### src/rtl/hazard_scoreboard.sv
// rtl/hazard_scoreboard.sv - RAW hazard scoreboard and issue control for the no-forwarding MIPS pipeline
module hazard_scoreboard #(
  parameter int WB_LAT = 2,
  parameter int CNT_W  = 16
) (
  input  logic             clk,
  input  logic             rst_n,
  input  logic             id_valid,
  input  logic [4:0]       id_rs,
  input  logic [4:0]       id_rt,
  input  logic             id_uses_rt,
  input  logic [4:0]       id_rd,
  input  logic             id_regwrite,
  input  logic             flush,
  output logic             stall,
  output logic             issue,
  output logic [31:0]      busy_mask,
  output logic             wb_valid,
  output logic [4:0]       wb_reg,
  output logic [CNT_W-1:0] stall_count
);
  localparam logic [2:0] LAT = 3'(WB_LAT);

  logic [2:0] cnt [1:31];
  logic       hazard;
  logic       set_en;

  // Single issue with fixed latency means at most one counter is at 1, so OR-ing indices is exact.
  always_comb begin
    busy_mask = '0;
    wb_valid  = 1'b0;
    wb_reg    = '0;
    for (int n = 1; n < 32; n++) begin
      busy_mask[n] = (cnt[n] != 3'd0);
      if (cnt[n] == 3'd1) begin
        wb_valid = 1'b1;
        wb_reg   = wb_reg | 5'(n);
      end
    end
  end

  assign hazard = ((id_rs != 5'd0) && busy_mask[id_rs]) ||
                  (id_uses_rt && (id_rt != 5'd0) && busy_mask[id_rt]);
  assign stall  = id_valid && hazard && !flush;
  assign issue  = id_valid && !hazard && !flush;
  assign set_en = issue && id_regwrite && (id_rd != 5'd0);

  // A new write to a busy register reloads its counter; the older completion is dropped.
  always_ff @(posedge clk or negedge rst_n) begin
    if (!rst_n) begin
      for (int n = 1; n < 32; n++) cnt[n] <= 3'd0;
      stall_count <= '0;
    end else begin
      for (int n = 1; n < 32; n++) begin
        if (set_en && (id_rd == 5'(n))) cnt[n] <= LAT;
        else if (cnt[n] != 3'd0)        cnt[n] <= cnt[n] - 3'd1;
      end
      if (stall && (stall_count != {CNT_W{1'b1}}))
        stall_count <= stall_count + CNT_W'(1);
    end
  end
endmodule

### config.mk
export PLATFORM = sky130hd
export DESIGN_NAME = hazard_scoreboard
export DESIGN_NICKNAME = d
export VERILOG_FILES = /design/src/rtl/hazard_scoreboard.sv
export SDC_FILE = /design/constraint.sdc
export NUM_CORES = 1
export LEC_CHECK = 0
export ABC_AREA = 1
export CAP_MARGIN = 40
export CORE_UTILIZATION = 55
export DETAILED_ROUTE_END_ITERATION = 8
export PLACE_DENSITY = 0.77
export SLEW_MARGIN = 20
export SYNTH_ARGS = -nofsm -noshare
export SYNTH_HDL_FRONTEND = slang
export SYNTH_SLANG_ARGS = --single-unit
### constraint.sdc
create_clock -name clk -period 3 [get_ports clk]
set_clock_uncertainty 0.15 [all_clocks]
set_input_delay 0.45 -clock clk [delete_from_list [all_inputs] [get_ports clk]]
set_output_delay 0.45 -clock clk [all_outputs]
set_load 0.01 [all_outputs]
==> metrics.sh <==
STATUS='completed'
FINALSETUPVIOLCOUNT=0
CRITICAL_PATH.REG2REG.ENDPOINT='stall_count[15]'
TOTALNEGATIVESETUPSLACK_NS=0
SYNTH_SEQUENTIAL_AREA_RATIO_PCT=34.8
PLACEDCELLCOUNT=1306
SYNTHFLOPTYPE='dfrtp_1'
TOP_CELL_TYPE_BY_TOTAL_AREA_AFTER_SYNTHESIS='dfrtp_1'
REMAINING_DRC_ERRORS=0
SYNTH-WARNING-COUNT=0
WORST-SETUP-PATH-TYPE='input port to output port'
HTREEDEPTH=3
LAYOUT.NETS=1253
FINAL-SEQ-AREA_SQ_UM=2730
SYNTH_UNIQUE_CELLS=34
CRITPATHMAXFANOUT=5
SYNTH_NETS=1134
CLOCK_SINK_COUNT=109
CTS_INSERTED_BUFFERS=9
POSTROUTEANTENNANETS=0
SHARE_OF_ASYNC_SETTABLE_OR_ASYNC_RESETTABLE_FLOPS_AFTER_SYNTHESIS_PCT=100
START_KIND='input port'
CTS_TREE='built'
WORSTREGTOREGCELLS=15
ANTENNA-DIODE-COUNT=0
DIE-AREA_SQ_UM=14700
GRT_OVERFLOW_TOTAL=0
REGTOREGSTARTPOINT='cnt[54]'
VIA_PER_INST=5.24
ENDPOINT_KIND='output port'
CTS_MAX_PATH_BUFFERS=2
POST-ROUTE-MIN-PERIOD_NS=2.86
CRITPATHREQUIREDTIME_NS=2.40
GLOBAL_PLACER_S_FINAL_WEIGHTED_CONGESTION=0.925
CTS.ROOT.BUFFER_CELL='clkbuf_16'
SYNTH_ENABLE_FLOP_CELLS=0
POWERDENSITY_nW_PER_UM2=964
HOLD_PATH.CLASS='flip-flop to flip-flop'
FINALHOLDVIOLATIONS=0
MINIMUM_SETUP_SLACK_AFTER_PLACEMENT_NS=-0.259
CTS.CLK_SLEW.WORST_PATHS_NS=0.07
LAYOUTNONFILLERINSTCOUNT=1321
MIN_DELAY_WORST_ENDPOINT='cnt[43]'
CAP_VIOLATIONS=0
POST_CTS.REPAIR.SETUP_BUFFERS=0
PLACE_HPWL_MICRONS=15200
FIRST_PASS_GRT_WIRE_LENGTH_MICRONS=32100
TIMING.FINAL.WS_SETUP_NS=0.142
FLIP_FLOP_AND_LATCH_COUNT_AFTER_SYNTHESIS=109
NETLIST_TOP_CELLS_AREA='dfrtp_1, ha_1, nand2_1, xor2_1, inv_1'
INITIAL_CORE_UTIL_PCT=56.5
AREA_GROWTH_SYN_TO_LAYOUT_PCT=20.1
HOLD_PATH_CELL_CNT=2
CLK_LATENCY_NS=0.36
FIRST_ITER_VIOLATIONS=541
SLEW_HEADROOM_PCT=65.7
VIA_COUNT=6918
SYNTH_AREA_SQ_UM=7840
ANTENNA_FOUND_INITIAL=0
FLOORPLAN.DIE.HEIGHT_MICRONS=121
TOTAL_LEAKAGE_POWER_uW=0.00478
DRTPASS1ITERATIONS=5
POSTSYNTHCELLCOUNT=1019
HOLDCRITSTARTPOINT='cnt[43]'
FINAL.PERIOD_UTILIZATION_PCT=95.3
SYN-MEAN-INSTANCE-AREA_SQ_UM=7.69
MAX_SLEW.WORST_PIN.SLEW_NS=0.514
IO-PIN-COUNT=77
WORST_IR_DROP_VDD_mV=0.576
GRTUSAGETOTAL_PCT=28.4
GRT_START_MAX_NET_PINS=48
SLEW_VIOL_FINAL=0
YOSYS.AREA.TOP_TYPE_SHARE_PCT=34.8
CORE_REGION_AREA_SQ_UM=13900
R2R_SETUP_SLACK_NS=0.46
DETAIL_ROUTE.WL_PER_CELL_MICRONS=14.8
FINAL_LAYOUT_SIZE_SUFFIX_GT1_SHARE_PCT=10.3
ACHIEVABLE-FREQUENCY_MHz=350
BUFFER_PORTS.INSERTED=75
FLOORPLAN.DIE.WIDTH_MICRONS=121
WORST_HOLD_SLACK_NS=0.369
GRT_PASS1_VIAS=6663
FILL_CELLS=1201
FINALWIRELENGTH_MICRONS=19600
ROW_COUNT=43
TOTAL_AREA_OF_MULTI_INPUT_COMBINATIONAL_CELLS_SQ_UM=4520
ARRIVAL_NS=2.26
-- through the flow --
step           total power [uW]  cell area [sq um]  utilization (%)
3_3_place_gp               7520               9060             65.3
5_1_grt                    9980               9420             67.8
6_report                   9080               9420             67.8
2_1_floorplan              5920               7840                -
4_1_cts                    9030               9380             67.6
3_5_place_dp               7720               9060             65.3
-- state kept, by name, indices dropped and copies added (netlist names) --
signal	cells
cnt	93
stall_count	16
-- worst max-delay path, cell delays in order --
cell	delay, ns
clkdlybuf4s50_1	0.45
buf_4	0.15
nor2_4	0.05
inv_2	0.10
o21ai_0	0.08
nor2_1	0.12
nand2_1	0.06
nand3_1	0.07
nand2_1	0.06
nand2_1	0.07
nand2_2	0.08
nand2_2	0.12
nand2_1	0.06
nor2_1	0.07
dlygate4sd2_1	0.26
-- routing by layer --
| metal | share of wire (%) | routed length (microns) | global-route usage (%) | vias up |
|---|---|---|---|---|
| li1 | - | - | - | 3441 |
| met1 | 44 | 8700 | 37.7 | 3252 |
| met2 | 47 | 9220 | 46.1 | 182 |
| met3 | 5.3 | 1040 | 4.04 | 43 |
| met4 | 3.1 | 603 | 11.9 | 0 |
| met5 | 0 | 0 | 0 | - |
-- power by group --
| group | switching, uW | internal, uW |
|---|---|---|
| clock network | 545 | 661 |
| logic | 3030 | 2240 |
| registers | 399 | 2200 |
-- synth_stat cells (3+ instances only) --
| cell | instances |
|---|---|
| nor3_1 | 7 |
| dfrtp_1 | 109 |
| nor2_2 | 11 |
| a21boi_0 | 12 |
| nor2_4 | 11 |
| o21ai_1 | 19 |
| buf_6 | 10 |
| inv_1 | 119 |
| xnor2_1 | 5 |
| o21ai_0 | 64 |
| inv_2 | 3 |
| nand4_1 | 25 |
| xor2_1 | 56 |
| nor2_1 | 118 |
| ha_1 | 94 |
| nand3_1 | 55 |
| nand2_1 | 271 |
| nor4_1 | 3 |
| clkbuf_1 | 5 |
| buf_4 | 4 |
-- area by class of cell --
cell class                      instances  area share (%)
Timing Repair Buffer                  129            12.6
Inverter                              124            5.00
Tap cell                              180            2.39
Clock buffer                           10            2.54
Clock inverter                          4           0.518
Multi-Input combinational cell        765            48.0
Sequential cell                       109            29.0
-- placed cells by master, fill, tap and decap left out, drive strengths merged, types with 2 or more instances in the layout --
cell type	netlist	final
nand4	26	26
or2	2	2
ha	94	94
nand2	272	272
dlygate4sd2	0	3
dfrtp	109	109
xnor2	5	5
o21ai	83	83
nor2	140	140
nand3	57	57
clkdlybuf4s50	0	69
clkbuf	5	10
inv	124	125
xor2	56	56
nor4	3	3
clkinv	0	2
a21boi	12	12
buf	16	54
nor3	8	8
-- cell families after synthesis --
logic type      after synthesis  share of synthesized area [%]
xor+xnor                     61                           6.81
fa+ha+maj                    94                           15.0
simple gates                510                           28.4
buf+inv                     145                           8.19
compound gates               99                           6.80
other cells                   1                         0.0478
flops                       109                           34.8
-- how the worst max path moves through the flow --
stage	from	end	slack (ns)	cells past startpoint
4_1_cts	cnt[31]	wb_reg[4]	0.05	7
3_3_place_gp	id_rs[0]	issue	-0.20	14
3_5_place_dp	id_rs[0]	issue	-0.26	14
2_1_floorplan	cnt[84]	stall	0.56	15
5_1_grt	cnt[7]	wb_reg[4]	-0.003	9
6_report	id_rs[1]	stall	0.14	15
-- what timing repair did --
item,CTS,global route
hold buffers,1,0
resized for setup,14,13
setup endpoints to repair,4,4
endpoints found under the hold margin,35,0
No activity file was read; power rests on OpenSTA's default activity.
